===== src/rtl/radar_pulse_sequencer.sv =====
`default_nettype none
// ============================================================================
// Module   : radar_pulse_sequencer
// Brief    : Sequences chirp init/trigger and ADC capture windows for N pulses.
// Revision : 1.0
// ============================================================================
module radar_pulse_sequencer #(
  parameter int CNT_WIDTH     = 32,
  parameter int READY_TIMEOUT = 4096
) (
  input  logic                 aclk,
  input  logic                 aresetn,
  input  logic                 start,
  input  logic                 abort,
  input  logic [15:0]          cfg_num_pulses,
  input  logic [CNT_WIDTH-1:0] cfg_pulse_period,
  input  logic [15:0]          cfg_adc_delay,
  input  logic [CNT_WIDTH-1:0] cfg_adc_samples,
  input  logic                 chirp_ready,
  input  logic                 chirp_done,
  output logic                 chirp_init,
  output logic                 chirp_enable,
  output logic                 adc_enable,
  output logic                 busy,
  output logic                 seq_done,
  output logic                 timeout_err,
  output logic [15:0]          pulse_count
);

  typedef enum logic [2:0] {
    S_IDLE       = 3'd0,
    S_INIT       = 3'd1,
    S_WAIT_READY = 3'd2,
    S_ARM        = 3'd3,
    S_DELAY      = 3'd4,
    S_CAPTURE    = 3'd5,
    S_HOLDOFF    = 3'd6,
    S_DONE       = 3'd7
  } state_t;

  localparam logic [CNT_WIDTH-1:0] c_ready_last = CNT_WIDTH'(READY_TIMEOUT - 1);

  state_t               r_state;
  state_t               w_next;
  logic [15:0]          r_cfg_num;
  logic [15:0]          r_cfg_delay;
  logic [15:0]          r_pulse_count;
  logic [CNT_WIDTH-1:0] r_cfg_period;
  logic [CNT_WIDTH-1:0] r_cfg_samples;
  logic [CNT_WIDTH-1:0] r_cnt;
  logic [CNT_WIDTH-1:0] r_period_cnt;
  logic                 r_done_seen;
  logic                 r_timeout_err;

  logic [CNT_WIDTH-1:0] w_cnt_inc;
  logic [CNT_WIDTH-1:0] w_delay_ext;
  logic                 w_cfg_empty;
  logic                 w_period_met;
  logic                 w_last_pulse;
  logic                 w_timeout;
  logic                 w_pulse_end;
  logic                 w_run;

  assign w_cnt_inc    = r_cnt + 1'b1;
  assign w_delay_ext  = CNT_WIDTH'(r_cfg_delay);
  assign w_cfg_empty  = (cfg_num_pulses == '0) || (cfg_adc_samples == '0);
  // Extra MSB keeps a zero period and the saturated counter from wrapping.
  assign w_period_met = ({1'b0, r_period_cnt} + 1'b1) >= {1'b0, r_cfg_period};
  assign w_last_pulse = (r_pulse_count + 16'd1) == r_cfg_num;
  assign w_run        = ~abort;

  always_comb begin
    w_next      = r_state;
    w_timeout   = 1'b0;
    w_pulse_end = 1'b0;
    case (r_state)
      S_IDLE: begin
        if (start) w_next = w_cfg_empty ? S_DONE : S_INIT;
      end
      S_INIT:       w_next = S_WAIT_READY;
      S_WAIT_READY: begin
        if (chirp_ready) begin
          w_next = S_ARM;
        end else if (r_cnt == c_ready_last) begin
          w_next    = S_IDLE;
          w_timeout = 1'b1;
        end
      end
      S_ARM:        w_next = (r_cfg_delay == '0) ? S_CAPTURE : S_DELAY;
      S_DELAY: begin
        if (w_cnt_inc == w_delay_ext) w_next = S_CAPTURE;
      end
      S_CAPTURE: begin
        if (w_cnt_inc == r_cfg_samples) w_next = S_HOLDOFF;
      end
      S_HOLDOFF: begin
        if (w_period_met && r_done_seen) begin
          w_pulse_end = 1'b1;
          w_next      = w_last_pulse ? S_DONE : S_ARM;
        end
      end
      S_DONE:       w_next = S_IDLE;
      default:      w_next = S_IDLE;
    endcase
    if (abort && (r_state != S_IDLE)) begin
      w_next      = S_IDLE;
      w_timeout   = 1'b0;
      w_pulse_end = 1'b0;
    end
  end

  always_ff @(posedge aclk) begin
    if (!aresetn) begin
      r_state       <= S_IDLE;
      r_cfg_num     <= '0;
      r_cfg_delay   <= '0;
      r_cfg_period  <= '0;
      r_cfg_samples <= '0;
      r_pulse_count <= '0;
      r_cnt         <= '0;
      r_period_cnt  <= '0;
      r_done_seen   <= 1'b0;
      r_timeout_err <= 1'b0;
    end else begin
      r_state <= w_next;
      r_cnt   <= (w_next != r_state) ? '0 : w_cnt_inc;
      if ((r_state == S_IDLE) && start) begin
        r_cfg_num     <= cfg_num_pulses;
        r_cfg_delay   <= cfg_adc_delay;
        r_cfg_period  <= cfg_pulse_period;
        r_cfg_samples <= cfg_adc_samples;
        r_pulse_count <= '0;
        r_timeout_err <= 1'b0;
      end
      if (w_timeout)   r_timeout_err <= 1'b1;
      if (w_pulse_end) r_pulse_count <= r_pulse_count + 16'd1;
      // Counter reads 0 during ARM itself, so it is loaded with 1 for the next cycle.
      if (r_state == S_ARM) begin
        r_period_cnt <= CNT_WIDTH'(1);
        r_done_seen  <= chirp_done;
      end else begin
        if (r_period_cnt != '1) r_period_cnt <= r_period_cnt + 1'b1;
        r_done_seen <= r_done_seen | chirp_done;
      end
    end
  end

  assign chirp_init   = (r_state == S_INIT)    && w_run;
  assign chirp_enable = (r_state == S_ARM)     && w_run;
  assign adc_enable   = (r_state == S_CAPTURE) && w_run;
  assign seq_done     = (r_state == S_DONE)    && w_run;
  assign busy         = (r_state != S_IDLE);
  assign timeout_err  = r_timeout_err;
  assign pulse_count  = r_pulse_count;

endmodule
`default_nettype wire


===== config.mk =====
export PLATFORM = sky130hd
export DESIGN_NAME = radar_pulse_sequencer
export DESIGN_NICKNAME = d
export VERILOG_FILES = /design/src/rtl/radar_pulse_sequencer.sv
export SDC_FILE = /design/constraint.sdc
export NUM_CORES = 1
export LEC_CHECK = 0
export CORE_ASPECT_RATIO = 0.5
export CORE_MARGIN = 5
export CORE_UTILIZATION = 43
export CTS_CLUSTER_SIZE = 25
export DETAILED_ROUTE_END_ITERATION = 16
export GPL_TIMING_DRIVEN = 0
export PLACE_DENSITY = 0.71
export SYNTH_ARGS = -nofsm -noshare
export SYNTH_HDL_FRONTEND = slang
export SYNTH_SLANG_ARGS = --single-unit

===== constraint.sdc =====
create_clock -name aclk -period 4.9 [get_ports aclk]
set_clock_uncertainty 0.1 [all_clocks]
set_input_delay 0.98 -clock aclk [delete_from_list [all_inputs] [get_ports aclk]]
set_output_delay 0.98 -clock aclk [all_outputs]
set_load 0.02 [all_outputs]

# [Word-level counts from Yosys, hierarchy flattened]
# Cells that the tools add are included.
[word_totals] ff_bits=181 in_bits=102 out_inout_bits=22 elab_cells=75
[op_classes] addsub=4 n_lt_le_gt_ge=1 n_eq_ne=13 n_mux=25 n_bitwise=3 n_reduce_logical=18
[op_table] operator="adder 32 x 1 -> 32 bit (second input constant)" count=2
[op_table] operator="adder 32 x 1 -> 33 bit (second input constant)" count=1
[op_table] operator=">= comparator 33 x 32 -> 1 bit" count=1
[op_table] operator="equality test 32 x 12 -> 1 bit (second input constant)" count=1
[op_table] operator="equality test 32 x 16 -> 1 bit" count=1
[op_table] operator="equality test 32 bit" count=1
[op_table] operator="logical NOT 16 bit" count=2
[op_table] operator="logical NOT 32 bit" count=1
[op_table] operator="two-way mux 16 bit" count=2
[op_table] operator="inequality test 32 bit (second input constant)" count=1
[op_table] operator="two-way mux 3 bit" count=9
[op_table] operator="case mux 3 bit (8 select lines)" count=1
[op_table] operator="adder 16 x 1 -> 16 bit (second input constant)" count=1
[op_table] operator="equality test 16 bit" count=1
[op_table] operator="two-way mux 1 bit" count=13
[op_table] operator="equality test 3 bit (second input constant)" count=4
[op_table] operator="logical AND 1 bit" count=7
[op_table] operator="equality test 3 x 2 -> 1 bit (second input constant)" count=2
[op_table] operator="nonzero test 2 bit" count=3
[op_table] operator="OR reduction 2 bit" count=2
[op_table] operator="equality test 3 x 1 -> 1 bit (second input constant)" count=1
[op_table] operator="logical NOT 3 bit" count=1
[op_table] operator="inequality test 3 bit" count=1
[op_table] operator="nonzero test 3 bit" count=1
[op_table] operator="3 further kinds" count=4

# [Longest topological paths before layout]
# Gate-level depths: netlist of run 1.
[depth] ltp_word=8 ltp_mapped=22 depth_no_buf=20

# [Worst setup path before layout of run 1]
# Ideal clock, no wire load.
[synth_timing] path_type="reg2reg" start="register r_period_cnt[0]" end="register r_pulse_count[13], in the netlist pulse_count[13]" setup_ps=115 arrival_time_ps=4312 required_time_ps=4685 slack_ps=373 path_stages_with_launch=23 n_path_buf=2 synth_period_minus_slack_ps=4527 cell_sequence="dfxtp_1 -> ha_1 -> nand3_1 -> or2_2 -> clkbuf_1 -> nor2_1 -> and3_1 -> nand2b_1 -> nor2_1 -> xnor2_1 -> inv_1 -> ha_1 -> and4_1 -> nor4bb_1 -> nand4_1 -> a31oi_1 -> a21oi_1 -> or3b_2 -> and2_1 -> clkbuf_1 -> o21ai_0 -> o41ai_1 -> and2_1"
[synth_between] elab_chain_cells=7 elab_cells_between_ends=8 classes_between="add/sub (1); order compare (1); mux (4); reduce/logical (2)"
[synth_rtl] item="from (decl)" line_no="51" source="logic [CNT_WIDTH-1:0] r_period_cnt;"
[synth_rtl] item="from (signal assigned)" line_no="142" source="if (r_period_cnt != '1) r_period_cnt <= r_period_cnt + 1'b1;"
[synth_rtl] item="adder 32 x 1 -> 33 bit *" line_no="68" source="assign w_period_met = ({1'b0, r_period_cnt} + 1'b1) >= {1'b0, r_cfg_period};"
[synth_rtl] item=">= comparator 33 x 32 -> 1 bit *" line_no="68"
[synth_rtl] item="logical AND 1 bit *" line_no="97" source="if (w_period_met && r_done_seen) begin"
[synth_rtl] item="two-way mux 1 bit *" line_no="97"
[synth_rtl] item="two-way mux 1 bit *" line_no="76" source="case (r_state)"
[synth_rtl] item="two-way mux 1 bit *" line_no="105" source="if (abort && (r_state != S_IDLE)) begin"
[synth_rtl] item="two-way mux 16 bit or nonzero test 2 bit (tied branches)"
[synth_rtl] item="to (signal assigned)" line_no="136" source="if (w_pulse_end) r_pulse_count <= r_pulse_count + 16'd1;"
[synth_rtl] item="to (decl)" line_no="47" source="logic [15:0] r_pulse_count;"
# Every way passes the cells marked *; elsewhere a longest branch is shown, timed or not.
# A chain may end at the register's enable or synchronous reset.

# [Worst setup path after layout of run 1]
[layout_timing] start="register r_period_cnt[0]" end="register r_pulse_count[8], in the netlist pulse_count[8]"
# The elaborated chain is that of the path after synthesis.

==> results of run 1 <==
-- through the flow --
stage	instance area [um^2]	setup TNS [ns]	hold WS, ns
global placement	12300	-14.77	0.356
detailed placement	12300	-15.97	0.359
floorplan	10700	0	0.343
CTS	13000	0	0.369
finish	13000	0	0.365
global route	13000	-0.00864	0.395
-- kinds of logic after synthesis --
group	synth area share, %
AND/OR/NAND/NOR	27.9
AO/OA/AOI/OAI	17.6
flip-flops	34.0
buffers and inverters	6.01
XOR/XNOR	9.53
adder cells (fa/ha/maj)	4.11
multiplexers	0.858
-- registers in the layout (all words and copies together), names as in the netlist, 3 cells and up --
| name | cells |
|---|---|
| r_state | 3 |
| r_cfg_samples | 32 |
| r_cnt | 32 |
| r_cfg_delay | 16 |
| pulse_count | 16 |
| r_cfg_num | 16 |
| r_period_cnt | 32 |
| r_cfg_period | 32 |
-- final cells by class --
type / instances / share of cell area [%]
Timing Repair Buffer: 127 / 9.68
Buffer: 77 / 2.79
Inverter: 75 / 2.16
Clock inverter: 13 / 1.10
Sequential cell: 181 / 27.8
Antenna cell: 1 / 0.0192
Multi-Input combinational cell: 1016 / 49.7
Tap cell: 336 / 3.23
Clock buffer: 19 / 3.48
-- what timing repair did --
item                       CTS  global route
setup endpoints to repair   49            47
buffers inserted             2             2
pin swaps                    4             2
resized for setup           17            15
-- critical path: cells and delay by family (launching register included) --
kind	cells	cell delay (ns)
AND/OR/NAND/NOR	12	2.68
adder cells (fa/ha/maj)	2	0.55
AO/OA/AOI/OAI	4	0.55
flip-flops	1	0.38
buffers and inverters	2	0.27
XOR/XNOR	1	0.16
-- per-layer routing --
| layer | vias to the layer above | routed length, um | track usage (%) |
|---|---|---|---|
| li1 | 4974 | - | - |
| met1 | 4834 | 14900 | 30.6 |
| met2 | 292 | 15600 | 39.2 |
| met3 | 35 | 1630 | 4.16 |
| met4 | 0 | 470 | 4.68 |
| met5 | - | 0 | 0 |
-- how the worst max path moves through the flow --
stage	to	slack (ns)	startpoint
6_report	pulse_count[8]$_SDFFE_PN0P_	0.14	r_period_cnt[0]$_SDFFE_PN0P_
5_1_grt	pulse_count[13]$_SDFFE_PN0P_	-0.009	r_period_cnt[8]$_SDFFE_PP0P_
4_1_cts	pulse_count[13]$_SDFFE_PN0P_	0.007	r_period_cnt[9]$_SDFFE_PP0P_
3_5_place_dp	pulse_count[12]$_SDFFE_PN0P_	-0.68	r_period_cnt[0]$_SDFFE_PN0P_
3_3_place_gp	pulse_count[10]$_SDFFE_PN0P_	-0.68	r_period_cnt[0]$_SDFFE_PN0P_
2_1_floorplan	pulse_count[13]$_SDFFE_PN0P_	0.37	r_period_cnt[0]$_SDFFE_PN0P_
-- cells in the final DEF (no fill, tap or decap), types with 5 or more instances in the layout --
cell                                n
sky130_fd_sc_hd__ha_1              34
sky130_fd_sc_hd__nand4_1           38
sky130_fd_sc_hd__o31ai_1           12
sky130_fd_sc_hd__nor2b_1           16
sky130_fd_sc_hd__clkbuf_1          53
sky130_fd_sc_hd__or4_1              5
sky130_fd_sc_hd__nand2b_1           6
sky130_fd_sc_hd__nor3_1            21
sky130_fd_sc_hd__dfxtp_1          179
sky130_fd_sc_hd__nor4_1            37
sky130_fd_sc_hd__xor2_1            38
sky130_fd_sc_hd__and3_1            10
sky130_fd_sc_hd__nand3b_1           5
sky130_fd_sc_hd__buf_6              5
sky130_fd_sc_hd__a21oi_1           60
sky130_fd_sc_hd__mux2i_1            8
sky130_fd_sc_hd__a31oi_1            6
sky130_fd_sc_hd__a211oi_1           5
sky130_fd_sc_hd__or3_1              8
sky130_fd_sc_hd__nand3_1           37
sky130_fd_sc_hd__o21ai_0           37
sky130_fd_sc_hd__nor2_1            53
sky130_fd_sc_hd__xnor2_1           68
sky130_fd_sc_hd__and2_1            13
sky130_fd_sc_hd__o21a_1             7
sky130_fd_sc_hd__clkbuf_16         17
sky130_fd_sc_hd__nand2_1          257
sky130_fd_sc_hd__inv_1             74
sky130_fd_sc_hd__and4_1             9
sky130_fd_sc_hd__buf_2              5
sky130_fd_sc_hd__a21boi_0         104
sky130_fd_sc_hd__nor2_2            31
sky130_fd_sc_hd__nor3b_1           10
sky130_fd_sc_hd__clkdlybuf4s50_1  123
sky130_fd_sc_hd__buf_4             10
-- power by group --
group	switching (mW)	internal, mW
combinational	0.259	0.222
sequential	0.0594	1.53
clock	0.631	0.784
total	0.949	2.54
==> impl_metrics.prom, run 1 <==
# TYPE chip_impl_metric gauge
chip_impl_metric{name="end_of_flow_core_utilization",unit="%"} 53.9
chip_impl_info{name="hold_end",value="r_cfg_period[25]$_SDFFE_PN0P_"} 1
chip_impl_metric{name="drv.max_cap_violation_count",unit=""} 0
chip_impl_metric{name="finish.cell_count_without_fillers",unit=""} 1845
chip_impl_metric{name="maxClockFrequency",unit="MHz"} 210
chip_impl_metric{name="timing_max_transition_violations_final",unit=""} 0
chip_impl_info{name="outcome",value="completed"} 1
chip_impl_metric{name="num_vias",unit=""} 10100
chip_impl_metric{name="avgRoutedWirePerCell",unit="um"} 17.7
chip_impl_metric{name="detail_route.iter0.violations",unit=""} 1015
chip_impl_metric{name="drtAntennaViolNets",unit=""} 0
chip_impl_metric{name="final-seq-area",unit="um^2"} 3630
chip_impl_metric{name="setup-violations-final",unit=""} 0
chip_impl_metric{name="static_leak",unit="nW"} 4.80
chip_impl_metric{name="area.growth.synth_to_final",unit="%"} 22.3
chip_impl_metric{name="io_pins",unit=""} 124
chip_impl_metric{name="netlist-cell-type-count",unit=""} 76
chip_impl_metric{name="htree_num_levels",unit=""} 4
chip_impl_metric{name="smallest_setup_slack_after_layout",unit="ns"} 0.140
chip_impl_metric{name="die_area",unit="um^2"} 28200
chip_impl_metric{name="gp_routability_congestion",unit=""} 0.928
chip_impl_info{name="cp-end-kind",value="register"} 1
chip_impl_metric{name="dp.cells",unit=""} 1809
chip_impl_metric{name="totalWireLength",unit="um"} 32600
chip_impl_metric{name="synth_enable_flop_cells",unit=""} 0
chip_impl_info{name="min-delay-path-class",value="register to register"} 1
chip_impl_metric{name="core-area",unit="um^2"} 24200
chip_impl_info{name="crit_path_top_delay_cell",value="sky130_fd_sc_hd__or3b_2"} 1
chip_impl_metric{name="cp.arrival",unit="ns"} 5.01
chip_impl_metric{name="dp_hpwl",unit="um"} 25400
chip_impl_info{name="synthDominantAreaCellType",value="sky130_fd_sc_hd__dfxtp_1"} 1
chip_impl_metric{name="wire_length_of_the_first_global_routing_pass",unit="um"} 51500
chip_impl_info{name="crit-reg2reg-launch",value="r_period_cnt[0]$_SDFFE_PN0P_"} 1
chip_impl_info{name="synth_commonest_cells",value="sky130_fd_sc_hd__nand2_1, sky130_fd_sc_hd__dfxtp_1, sky130_fd_sc_hd__a21boi_0, sky130_fd_sc_hd__inv_1, sky130_fd_sc_hd__xnor2_1"} 1
chip_impl_metric{name="clk-insertion-delay-late",unit="ns"} 0.45
chip_impl_info{name="crit_top_cell",value="sky130_fd_sc_hd__o21ai_0"} 1
chip_impl_metric{name="ir_worst_vdd",unit="V"} 0.000191
chip_impl_metric{name="worst_pin_slew",unit="ns"} 0.910
chip_impl_metric{name="numCtsBuffers",unit=""} 17
chip_impl_metric{name="r2r_slack",unit="ns"} 0.14
chip_impl_metric{name="min_period_over_period",unit="%"} 97.2
chip_impl_metric{name="timing.critical_path.required",unit="ns"} 5.15
chip_impl_metric{name="vias_per_cell",unit=""} 5.49
chip_impl_metric{name="timing.max_slew.rel_slack",unit="%"} 38.8
chip_impl_metric{name="final_nets",unit=""} 1632
chip_impl_metric{name="drive_gt1_share",unit="%"} 8.22
chip_impl_metric{name="dpl_worst_slack",unit="ns"} -0.676
chip_impl_metric{name="multi_input_area",unit="um^2"} 6470
chip_impl_info{name="synth-main-ff-cell",value="sky130_fd_sc_hd__dfxtp_1"} 1
chip_impl_metric{name="number_of_synthesis_warnings",unit=""} 0
chip_impl_metric{name="synthArstFlopShare",unit="%"} 0
chip_impl_metric{name="grt_overflow_total",unit=""} 0
chip_impl_info{name="synthMostInstantiatedCell",value="sky130_fd_sc_hd__nand2_1"} 1
chip_impl_metric{name="syn-mean-instance-area",unit="um^2"} 7.89
chip_impl_metric{name="buffer_ports.inserted",unit=""} 123
chip_impl_info{name="tritoncts",value="yes"} 1
chip_impl_metric{name="power.density",unit="nW/um^2"} 268
chip_impl_metric{name="finalHoldViolations",unit=""} 0
chip_impl_metric{name="synth_sequential_area_ratio",unit="%"} 34.0
chip_impl_info{name="crit_path_cell_trace",value="ha_2 > nand3_2 > or2_4 > nor2_2 > and3_4 > nand2b_4 > nor2_1 > xnor2_1 > inv_1 > ha_1 > and4_4 > nor4bb_4 > nand4_1 > a31oi_4 > a21oi_1 > or3b_2 > and2_2 > clkbuf_4 > o21ai_0 > o21ai_0 > and2_1"} 1
chip_impl_metric{name="ff2ff_path_depth",unit=""} 21
chip_impl_metric{name="min_delay_path_depth",unit=""} 2
chip_impl_metric{name="first_pass_iters",unit=""} 6
chip_impl_metric{name="synthCells",unit=""} 1350
chip_impl_metric{name="num-fill-cells",unit=""} 2258
chip_impl_info{name="cts-root-buf",value="sky130_fd_sc_hd__clkbuf_16"} 1
chip_impl_info{name="synth.area.top_cells",value="sky130_fd_sc_hd__dfxtp_1, sky130_fd_sc_hd__nand2_1, sky130_fd_sc_hd__a21boi_0"} 1
chip_impl_metric{name="critical_path.max_stage_delay",unit="ns"} 0.51
chip_impl_metric{name="timing.critical_path.fanout_max",unit=""} 10
chip_impl_metric{name="synth_top_area_share",unit="%"} 34.0
chip_impl_info{name="critPathKind",value="register to register"} 1
chip_impl_metric{name="floorplan.rows",unit=""} 40
chip_impl_metric{name="power.total",unit="mW"} 3.49
chip_impl_metric{name="postSynthNetCount",unit=""} 1487
chip_impl_metric{name="synth.ff_latch_count",unit=""} 181
chip_impl_metric{name="cts_num_sinks",unit=""} 181
chip_impl_metric{name="grt_max_degree",unit=""} 17
chip_impl_metric{name="mappedNetlistArea",unit="um^2"} 10700
chip_impl_metric{name="chipHeight",unit="um"} 121
chip_impl_metric{name="gr_util_all_layers",unit="%"} 22.9
chip_impl_metric{name="max-clock-path-buffers",unit=""} 2
chip_impl_metric{name="antenna_found_initial",unit=""} 0
chip_impl_metric{name="initial_utilization",unit="%"} 44.1
chip_impl_metric{name="period_needed",unit="ns"} 4.76
chip_impl_metric{name="path_clk_slew",unit="ns"} 0.07
chip_impl_metric{name="drc_violations_left",unit=""} 0
chip_impl_metric{name="vias_in_the_first_global_route",unit=""} 9896
chip_impl_metric{name="post_cts_hold_buffer_count",unit=""} 0
chip_impl_info{name="rr_endpoint",value="pulse_count[8]$_SDFFE_PN0P_"} 1
chip_impl_info{name="hold_path_start",value="r_cfg_period[25]$_SDFFE_PN0P_"} 1
chip_impl_metric{name="die_x",unit="um"} 233
chip_impl_info{name="start_kind",value="register"} 1
(Power assumes the default switching activity.)
==> run 2: changes to the inputs <==
--- a/config.mk
+++ b/config.mk
@@ -7,11 +7,11 @@
 export LEC_CHECK = 0
 export CORE_ASPECT_RATIO = 0.5
 export CORE_MARGIN = 5
-export CORE_UTILIZATION = 43
+export CORE_UTILIZATION = 52
 export CTS_CLUSTER_SIZE = 25
 export DETAILED_ROUTE_END_ITERATION = 16
 export GPL_TIMING_DRIVEN = 0
-export PLACE_DENSITY = 0.71
+export PLACE_DENSITY = 0.83
 export SYNTH_ARGS = -nofsm -noshare
 export SYNTH_HDL_FRONTEND = slang
 export SYNTH_SLANG_ARGS = --single-unit
==> constraint.sdc (replaced) <==
create_clock -name aclk -period 4.9 [get_ports aclk]
set_clock_uncertainty 0.1 [all_clocks]
set_input_delay 0.98 -clock aclk [delete_from_list [all_inputs] [get_ports aclk]]
set_output_delay 0.98 -clock aclk [all_outputs]
set_load 0.1 [all_outputs]
==> run 2 against run 1 <==
  * Maximum frequency rose by 2.0%
  * Critical endpoint is now pulse_count[13]$_SDFFE_PN0P_
  * Sequential cell count stayed put
  * Design area is 0.72% lower
  * Clock-buffer cell count increased by 2
==> impl_metrics.prom, run 2 (synthesis gave the netlist of run 1 again) <==
# TYPE chip_impl_metric gauge
chip_impl_info{name="outcome",value="completed"} 1
chip_impl_info{name="timing.critical_path.from",value="r_period_cnt[11]$_SDFFE_PP0P_"} 1
chip_impl_metric{name="io_pins",unit=""} 124
chip_impl_metric{name="timing_max_transition_violations_final",unit=""} 0
chip_impl_metric{name="min_delay_path_depth",unit=""} 2
chip_impl_metric{name="timing.critical_path.fanout_max",unit=""} 10
chip_impl_info{name="cp-end-kind",value="register"} 1
chip_impl_metric{name="period_needed",unit="ns"} 4.67
chip_impl_metric{name="drive_gt1_share",unit="%"} 7.90
chip_impl_info{name="min-delay-path-class",value="register to register"} 1
chip_impl_metric{name="vias_in_the_first_global_route",unit=""} 10100
chip_impl_metric{name="static_leak",unit="nW"} 4.81
chip_impl_metric{name="drtAntennaViolNets",unit=""} 0
chip_impl_info{name="crit-reg2reg-launch",value="r_period_cnt[11]$_SDFFE_PP0P_"} 1
chip_impl_info{name="start_kind",value="register"} 1
chip_impl_metric{name="first_pass_iters",unit=""} 8
chip_impl_metric{name="die_x",unit="um"} 212
chip_impl_metric{name="gr_util_all_layers",unit="%"} 27.3
chip_impl_metric{name="totalWireLength",unit="um"} 32300
chip_impl_metric{name="ir_worst_vdd",unit="V"} 0.000224
chip_impl_metric{name="antenna_cells",unit=""} 0
chip_impl_metric{name="drc_violations_left",unit=""} 0
chip_impl_metric{name="wire_length_of_the_first_global_routing_pass",unit="um"} 52200
chip_impl_metric{name="critical_path_depth",unit=""} 21
chip_impl_metric{name="detail_route.iter0.violations",unit=""} 909
chip_impl_info{name="cts-root-buf",value="sky130_fd_sc_hd__clkbuf_16"} 1
chip_impl_metric{name="chipHeight",unit="um"} 111
chip_impl_metric{name="initial_utilization",unit="%"} 52.4
chip_impl_info{name="grt_setup_unrepaired",value="no"} 1
chip_impl_metric{name="die_area",unit="um^2"} 23600
chip_impl_info{name="crit_family",value="simple AND/OR/NAND/NOR gates"} 1
chip_impl_info{name="layout.cells.most_common_list",value="sky130_fd_sc_hd__nand2_1, sky130_fd_sc_hd__dfxtp_1, sky130_fd_sc_hd__clkdlybuf4s50_1"} 1
chip_impl_metric{name="timing.max_slew.rel_slack",unit="%"} 29.4
chip_impl_metric{name="end_of_flow_core_utilization",unit="%"} 63.6
chip_impl_metric{name="setup-violations-final",unit=""} 0
chip_impl_metric{name="buffer_ports.inserted",unit=""} 123
chip_impl_metric{name="critical_path.max_stage_delay",unit="ns"} 0.41
chip_impl_metric{name="worst_pin_slew",unit="ns"} 1.06
chip_impl_metric{name="avgRoutedWirePerCell",unit="um"} 18.2
chip_impl_metric{name="dp_hpwl",unit="um"} 25100
chip_impl_metric{name="cp.arrival",unit="ns"} 4.91
chip_impl_metric{name="area.growth.synth_to_final",unit="%"} 21.4
chip_impl_metric{name="clk-insertion-delay-late",unit="ns"} 0.45
chip_impl_metric{name="drv.max_cap_violation_count",unit=""} 0
chip_impl_metric{name="grt_overflow_total",unit=""} 0
chip_impl_metric{name="floorplan.rows",unit=""} 37
chip_impl_metric{name="vias_per_cell",unit=""} 5.72
chip_impl_metric{name="antenna_found_initial",unit=""} 0
chip_impl_info{name="layout_commonest_cell",value="sky130_fd_sc_hd__nand2_1"} 1
chip_impl_info{name="critPathKind",value="register to register"} 1
chip_impl_info{name="crit_path_top_delay_cell",value="sky130_fd_sc_hd__or3b_4"} 1
chip_impl_info{name="tritoncts",value="yes"} 1
chip_impl_metric{name="core-area",unit="um^2"} 20300
chip_impl_metric{name="numCtsBuffers",unit=""} 17
chip_impl_metric{name="cts_num_sinks",unit=""} 181
chip_impl_metric{name="maxClockFrequency",unit="MHz"} 214
chip_impl_metric{name="path_clk_slew",unit="ns"} 0.07
chip_impl_metric{name="timing.critical_path.required",unit="ns"} 5.14
chip_impl_metric{name="power.density",unit="nW/um^2"} 271
chip_impl_metric{name="crit_buf_inv",unit=""} 2
chip_impl_metric{name="final_nets",unit=""} 1630
chip_impl_metric{name="grt_max_degree",unit=""} 17
chip_impl_metric{name="min_period_over_period",unit="%"} 95.2
chip_impl_metric{name="max-clock-path-buffers",unit=""} 2
chip_impl_metric{name="power.total",unit="mW"} 3.50
chip_impl_metric{name="finalHoldViolations",unit=""} 0
chip_impl_metric{name="post_cts_hold_buffer_count",unit=""} 0
chip_impl_metric{name="r2r_slack",unit="ns"} 0.23
chip_impl_metric{name="num_vias",unit=""} 10200
chip_impl_info{name="hold_path_start",value="r_cfg_period[8]$_SDFFE_PN0P_"} 1
chip_impl_metric{name="htree_num_levels",unit=""} 4
chip_impl_metric{name="gp_routability_congestion",unit=""} 0.939
chip_impl_metric{name="ff2ff_path_depth",unit=""} 21
chip_impl_info{name="crit_path_cell_trace",value="and4_4 > and3_1 > nand2_1 > nor2_2 > and3_4 > nand2b_4 > nor2_1 > xnor2_1 > inv_1 > ha_4 > and4_1 > nor4bb_4 > nand4_1 > a31oi_4 > a21oi_1 > or3b_4 > and2_4 > clkbuf_4 > o21ai_0 > o41ai_1 > and2_1"} 1
## run 2: worst register-to-register path, delay by kind of cell, from the launching register on
family / cells / cell delay (ns)
and+or+nand+nor: 13 / 2.69
DFF: 1 / 0.39
AOI/OAI and AO/OA: 4 / 0.62
xor gates and xnor gates: 1 / 0.16
adders and majority gates: 1 / 0.30
buffers and inverters: 2 / 0.30
## run 2: final cells by class
| class | count | area (um^2) |
|---|---|---|
| clock inverters | 11 | 138 |
| multi-input cells | 1016 | 6480 |
| inverters | 75 | 282 |
| flip-flops and latches | 181 | 3630 |
| well taps | 273 | 342 |
| fillers | 1755 | 7390 |
| plain buffers | 77 | 363 |
| clock buffers | 21 | 450 |
| repair buffers | 125 | 1250 |
## run 2: metal layers
metal	vias to the layer above	GRT usage (%)	share of wire, %
met3	79	4.18	5.7
met2	360	45.8	47
met5	-	0	0
li1	4964	-	-
met4	0	9.84	3.3
met1	4767	35.8	44
## run 2: what timing repair did
action	in CTS	in global routing
endpoints found under the setup margin	49	46
pin swaps	3	4
setup buffers	1	1
endpoints found under the hold margin	0	0
gates resized for setup	16	18
## run 2: metrics by stage
stage          std cells  instance area, um^2  setup TNS [ns]  hold WS, ns  setup WS, ns
2_1_floorplan       1350                10700               0        0.343         0.333
3_3_place_gp        1746                12200          -10.72        0.354        -0.583
3_5_place_dp        1746                12200          -15.04        0.359        -0.708
4_1_cts             1778                12900               0        0.367        0.0302
5_1_grt             1779                12900               0        0.384        0.0217
6_report            1779                12900               0        0.369         0.235
## run 2: path summary, 6_finish.rpt
path                                        to
setup reg to reg  pulse_count[13]$_SDFFE_PN0P_
hold / removal    r_cfg_period[8]$_SDFFE_PN0P_
hold reg to reg   r_cfg_period[8]$_SDFFE_PN0P_
setup / recovery  pulse_count[13]$_SDFFE_PN0P_
## run 2: where the power goes
part / total [mW] / internal (mW) / switching [mW]
sequential: 1.59 / 1.53 / 0.0578
combinational: 0.490 / 0.222 / 0.268
clock: 1.42 / 0.779 / 0.646
==> run 3: changes to the inputs <==
--- a/config.mk
+++ b/config.mk
@@ -5,7 +5,6 @@
 export SDC_FILE = /design/constraint.sdc
 export NUM_CORES = 1
 export LEC_CHECK = 0
-export CORE_ASPECT_RATIO = 0.5
 export CORE_MARGIN = 5
 export CORE_UTILIZATION = 52
 export CTS_CLUSTER_SIZE = 25
==> run 3 against run 2 <==
  * Global-route usage fell by 0.50 points
  * Cell count about the same
  * Clock power decreased by 4%
  * Clock-buffer cell count down 2
  * Non-clock buffer count increased by 2
  * Maximum frequency fell by 1.7%
  * Sequential share of layout area hardly changed
  * Design area is essentially flat
  * Worst hold slack got worse by 0.0059 ns
  * Sequential power barely moved
  * Via count is 0.17% higher
  * Critical endpoint is now pulse_count[14]$_SDFFE_PN0P_
  * Largest power group unchanged
==> impl_metrics.prom, run 3 (synthesis gave the netlist of run 1 again) <==
# TYPE chip_impl_metric gauge
chip_impl_metric{name="wl_met2",unit="um"} 14700
chip_impl_metric{name="cp.arrival",unit="ns"} 5.00
chip_impl_metric{name="drv.max_cap_violation_count",unit=""} 0
chip_impl_info{name="critPathKind",value="register to register"} 1
chip_impl_metric{name="finish.cell_count_without_fillers",unit=""} 1778
chip_impl_metric{name="setup-violations-final",unit=""} 0
chip_impl_metric{name="power_frac_clock",unit="%"} 39.5
chip_impl_metric{name="timing.critical_path.fanout_max",unit=""} 10
chip_impl_metric{name="finalHoldViolations",unit=""} 0
chip_impl_metric{name="dpl_worst_slack",unit="ns"} -0.741
chip_impl_metric{name="path_clk_slew",unit="ns"} 0.07
chip_impl_metric{name="post_cts_hold_buffer_count",unit=""} 0
chip_impl_metric{name="num-fill-cells",unit=""} 1770
chip_impl_metric{name="dp.cells",unit=""} 1743
chip_impl_metric{name="route.met3.wl",unit="um"} 2260
chip_impl_metric{name="buffer_ports.inserted",unit=""} 123
chip_impl_metric{name="numCtsBuffers",unit=""} 17
chip_impl_metric{name="power.switching",unit="uW"} 961
chip_impl_metric{name="die_area",unit="um^2"} 23400
chip_impl_metric{name="seq_power_share",unit="%"} 46.2
chip_impl_info{name="tritoncts",value="yes"} 1
chip_impl_metric{name="ir_worst_vdd",unit="V"} 0.000217
chip_impl_metric{name="io_pins",unit=""} 124
chip_impl_metric{name="final_nets",unit=""} 1632
chip_impl_metric{name="chipHeight",unit="um"} 153
chip_impl_metric{name="vias_in_the_first_global_route",unit=""} 9717
chip_impl_metric{name="htree_num_levels",unit=""} 4
chip_impl_metric{name="first_pass_iters",unit=""} 5
chip_impl_info{name="cp-end-kind",value="register"} 1
chip_impl_metric{name="part_of_the_power_in_combinational_logic",unit="%"} 14.3
chip_impl_metric{name="smallest_setup_slack_after_layout",unit="ns"} 0.155
chip_impl_metric{name="m1WireLength",unit="um"} 14000
chip_impl_metric{name="avgRoutedWirePerCell",unit="um"} 18.0
chip_impl_metric{name="grt_overflow_total",unit=""} 0
chip_impl_metric{name="totalWireLength",unit="um"} 32000
chip_impl_metric{name="switching_share",unit="%"} 27.9
chip_impl_info{name="start_kind",value="register"} 1
chip_impl_metric{name="wire_length_of_the_first_global_routing_pass",unit="um"} 51200
chip_impl_metric{name="vias_per_cell",unit=""} 5.73
chip_impl_metric{name="gp_routability_congestion",unit=""} 0.983
chip_impl_metric{name="area.growth.synth_to_final",unit="%"} 21.4
chip_impl_metric{name="internal_power",unit="mW"} 2.48
chip_impl_metric{name="drive_gt1_share",unit="%"} 8.29
chip_impl_metric{name="initial_utilization",unit="%"} 52.8
chip_impl_metric{name="core-area",unit="um^2"} 20200
chip_impl_metric{name="floorplan.rows",unit=""} 52
chip_impl_metric{name="timing.setup.tns",unit="ns"} 0
chip_impl_metric{name="static_leak",unit="nW"} 4.79
chip_impl_metric{name="period_needed",unit="ns"} 4.74
chip_impl_info{name="cts-root-buf",value="sky130_fd_sc_hd__clkbuf_16"} 1
chip_impl_metric{name="clk-insertion-delay-late",unit="ns"} 0.44
chip_impl_metric{name="power.total",unit="mW"} 3.44
chip_impl_metric{name="detail_route.iter0.violations",unit=""} 840
chip_impl_info{name="layout_commonest_cell",value="sky130_fd_sc_hd__nand2_1"} 1
chip_impl_metric{name="antenna_cells",unit=""} 0
chip_impl_metric{name="dp_hpwl",unit="um"} 24100
chip_impl_metric{name="drtAntennaViolNets",unit=""} 0
chip_impl_metric{name="grt_max_degree",unit=""} 17
chip_impl_metric{name="timing_max_transition_violations_final",unit=""} 0
chip_impl_metric{name="timing.critical_path.required",unit="ns"} 5.16
chip_impl_metric{name="multi_input_area",unit="um^2"} 6480
chip_impl_metric{name="maxClockFrequency",unit="MHz"} 211
chip_impl_metric{name="gr_util_all_layers",unit="%"} 26.8
chip_impl_metric{name="max-clock-path-buffers",unit=""} 2
chip_impl_metric{name="antenna_found_initial",unit=""} 0
chip_impl_metric{name="final-seq-area",unit="um^2"} 3630
chip_impl_info{name="min-delay-path-class",value="register to register"} 1
chip_impl_metric{name="worst_pin_slew",unit="ns"} 1.01
chip_impl_info{name="layout.cells.most_common_list",value="sky130_fd_sc_hd__nand2_1, sky130_fd_sc_hd__dfxtp_1, sky130_fd_sc_hd__clkdlybuf4s50_1"} 1
chip_impl_metric{name="min_period_over_period",unit="%"} 96.8
chip_impl_metric{name="cts_num_sinks",unit=""} 181
chip_impl_info{name="outcome",value="completed"} 1
chip_impl_metric{name="die_x",unit="um"} 153
chip_impl_metric{name="power.density",unit="nW/um^2"} 266
chip_impl_metric{name="timing.max_slew.rel_slack",unit="%"} 32.2
chip_impl_info{name="top_signal_layer_used",value="met4"} 1
chip_impl_metric{name="drc_violations_left",unit=""} 0
chip_impl_metric{name="num_vias",unit=""} 10200
-- run 3: changes by cell type in the layout (fill, tap and decap cells not counted), sizes merged --
cell,delta
inv,-2
clkinv,+2
clkbuf,-2
clkinvlp,+3
bufinv,-1
buf,+2
-- run 3: layout make-up --
type | instances | share of cell area, %
buffer | 77 | 2.83
clock buffer | 19 | 3.43
clock inverter | 13 | 0.968
inverter | 75 | 2.18
multi-input combinational | 1016 | 50.1
sequential | 181 | 28.1
tap | 270 | 2.61
timing repair buffer | 127 | 9.76
-- run 3: stage by stage --
step,hold WS [ns],utilization [%],cell area [um^2]
floorplan,0.343,-,10700
global placement,0.353,60.6,12200
detailed placement,0.356,60.6,12200
CTS,0.366,63.8,12900
global route,0.393,64.1,12900
finish,0.363,64.1,12900
-- run 3: path summary, 6_finish.rpt --
| kind | startpoint | end | slack, ns | depth (start not counted) |
|---|---|---|---|---|
| worst max-delay path | r_period_cnt[9]$_SDFFE_PP0P_ | pulse_count[14]$_SDFFE_PN0P_ | 0.16 | 19 |
| worst min-delay path | r_cfg_period[12]$_SDFFE_PN0P_ | r_cfg_period[12]$_SDFFE_PN0P_ | 0.36 | 2 |
| worst max register to register | r_period_cnt[9]$_SDFFE_PP0P_ | pulse_count[14]$_SDFFE_PN0P_ | 0.16 | 19 |
| worst min register to register | r_cfg_period[12]$_SDFFE_PN0P_ | r_cfg_period[12]$_SDFFE_PN0P_ | 0.36 | 2 |
-- run 3: layer usage --
metal	vias to the layer above	global-route usage [%]
li1	4967	-
met2	424	43.8
met1	4719	35.9
met5	-	0
met4	0	9.25
met3	77	4.89
-- run 3: repair_timing --
action,CTS,global route
gates resized for setup,22,17
setup buffers,2,2
endpoints found under the hold margin,0,0
pin swaps,2,6
setup endpoints to repair,49,16
-- run 3: critical path: stages, from the launching register on --
cell	delay, ns
sky130_fd_sc_hd__dfxtp_1	0.38
sky130_fd_sc_hd__and4_4	0.26
sky130_fd_sc_hd__and3_1	0.21
sky130_fd_sc_hd__nand2_1	0.12
sky130_fd_sc_hd__nor2_2	0.14
sky130_fd_sc_hd__and3_4	0.23
sky130_fd_sc_hd__nand2b_1	0.12
sky130_fd_sc_hd__nor2_1	0.15
sky130_fd_sc_hd__xnor2_1	0.17
sky130_fd_sc_hd__inv_1	0.12
sky130_fd_sc_hd__ha_4	0.31
sky130_fd_sc_hd__and4_4	0.25
sky130_fd_sc_hd__nor4bb_4	0.31
sky130_fd_sc_hd__nand4_1	0.14
sky130_fd_sc_hd__a31oi_2	0.28
sky130_fd_sc_hd__a21oi_2	0.08
sky130_fd_sc_hd__or3b_4	0.42
sky130_fd_sc_hd__buf_2	0.21
sky130_fd_sc_hd__or3b_2	0.47
sky130_fd_sc_hd__a21boi_0	0.19
-- run 3: power by group through the flow --
stage | Combinational [mW] | Sequential [mW] | Clock (mW)
after global placement | 0.462 | 1.62 | 0
final | 0.492 | 1.59 | 1.36
after floorplan | 0.285 | 1.60 | 0
after global routing | 0.540 | 1.60 | 1.42
after detailed placement | 0.470 | 1.62 | 0
after CTS | 0.483 | 1.59 | 1.36
==> RTL change: new RTL, settings of run 1 <==
`CNT_WIDTH`: 32 -> 64.
--- a/src/rtl/radar_pulse_sequencer.sv
+++ b/src/rtl/radar_pulse_sequencer.sv
@@ -5,7 +5,7 @@
 // Revision : 1.0
 // ============================================================================
 module radar_pulse_sequencer #(
-  parameter int CNT_WIDTH     = 32,
+  parameter int CNT_WIDTH     = 64,
   parameter int READY_TIMEOUT = 4096
 ) (
   input  logic                 aclk,
Interface: changed (resized cfg_adc_samples and cfg_pulse_period); port bits go from 124 to 188. No check against the original RTL was run, so the function may have changed too.
==> RTL change against run 1 <==
- the run now ends with negative setup slack left
- clock power rose by 77%
- power rose by 78%
- via count rose by 84%
- synthesized area rose by 67%
- final cell count rose by 73%
- setup slack got worse by 530 ps
- routed wire length rose by 110%
- cell area rose by 78%
- sequential cell count rose by 128
- critical path type unchanged
==> RTL change: results (changes against run 1) <==
Critical path
  • CP max-delay cell: nor4_4
  • Worst Path Arrival: 5680 ps (+670 ps)
  • Delay of the slowest cell on the worst path: 390 ps (-120 ps)
  • Crit Path Max Fanout: 5 (-5)
  • Worst r2r dst: r_cnt[44]

Global route
  • Met2 Use GR: 46.2% (+7.0 points)
  • Grt met3 use: 6.20% (+2.0 points)
  • Vias in the first global route: 17,700 (+79%)
  • Gr usage total: 28.3% (+5.4 points)

Final layout
  • Storage cell area: 0.00620 mm² (+71%)
  • Clk cell area share: 4.47% (-0.11 points)
  • Layout area overhead: 30.7%
  • Final core utilization: 57.1% (+3.3 points)
  • Non-clock buffering overhead: 14.2% (+1.7 points)
  • Non-clock inverters: 159 (+110%)
  • Plain + repair buffers: 386 (+89%)
  • Antenna diodes: 0 (-1)
  • Area of the multi-input gates: 0.0114 mm² (+77%)
  • #MultiIn Comb: 1,748 (+72%)

Drt
  • Met3 routed WL: 6450 µm (+300%)
  • Routed WL: 69,300 µm (+110%)
  • Drt first-iter violations: 2,156 (+110%)
  • Met1 WL: 29,100 µm (+96%)

Synthesis
  • Synth Area in Compound Gates: 13.8% (-3.7 points)
  • Net count of the mapped netlist: 2,581 (+74%)
  • Commonest cells in the netlist: nand2_1 (428), dfxtp_1 (309), a21oi_1 (266)
  • #FFs+latches synth: 309 (+71%)
  • Gate Count Post-Synth: 2,348 (+74%)
  • Area contributors post-synth: dfxtp_1 (35%), nand2_1 (9.0%), a21oi_1 (7.5%), xnor2_1 (6.5%), ha_1 (4.7%)
  • XOR/XNOR share of the synthesized area: 9.86% (+0.33 points)
  • Mux share of post-synthesis cell area: 0.464% (-0.39 points)

Placed design
  • Placed inst area: 0.0204 mm² (+66%)
  • Dpl ws: -1390 ps (-711 ps)
  • Placed instance count: 3,074 (+70%)
  • Detailed Place HPWL: 52,100 µm (+100%)

CTS
  • Clock buffer depth: 3 (+1)
  • Clk_lat worst skew: 630 ps (+180 ps)

Pwr
  • Int Pwr: 4.43 mW (+74%)
  • Comb pwr share: 15.9% (+2.1 points)
  • Clock Power: 2.52 mW (+77%)
  • P_sw: 1.78 mW (+88%)

Run status
  • Failing checks: negative setup slack
  • Outcome: complete, but fails checks

STA
  • Hold Slack: 355 ps (-9.71 ps)
  • Setup-failing EPs final: 77 (+77)
  • Worst setup margin: -390 ps (-530 ps)

Hold path
  • Hold Startpoint: r_cfg_period[49]
## RTL change: cell types whose count changed in the layout (fill, tap and decap cells not counted), moves of 63 or more
| cell | run 1 | this run |
|---|---|---|
| dfxtp_1 | 179 | 301 |
| a21boi_0 | 104 | 1 |
| nand2_1 | 257 | 423 |
| clkdlybuf4s50_1 | 123 | 186 |
| a21oi_1 | 60 | 260 |
| inv_1 | 74 | 156 |
## RTL change: critical path, delay by kind of cell, from the launching register on
family                     cells  cell delay [ps]
AOI/OAI and AO/OA              3              520
xor gates and xnor gates       1              130
adders and majority gates      2              420
DFF                            1              380
buffers and inverters          6              870
and+or+nand+nor               14             2770
## RTL change: kinds of logic after synthesis
family,Yosys count
simple gates,1058
compound gates,418
flops,309
buf+inv,291
xor+xnor,197
fa+ha+maj,67
mux,8
## RTL change: repair_timing
item / 4_1_cts / 5_1_grt
endpoints found under the setup margin: 83 / 83
gates cloned: 3 / 4
buffers inserted: 42 / 23
pin swaps: 29 / 41
resized for setup: 124 / 125
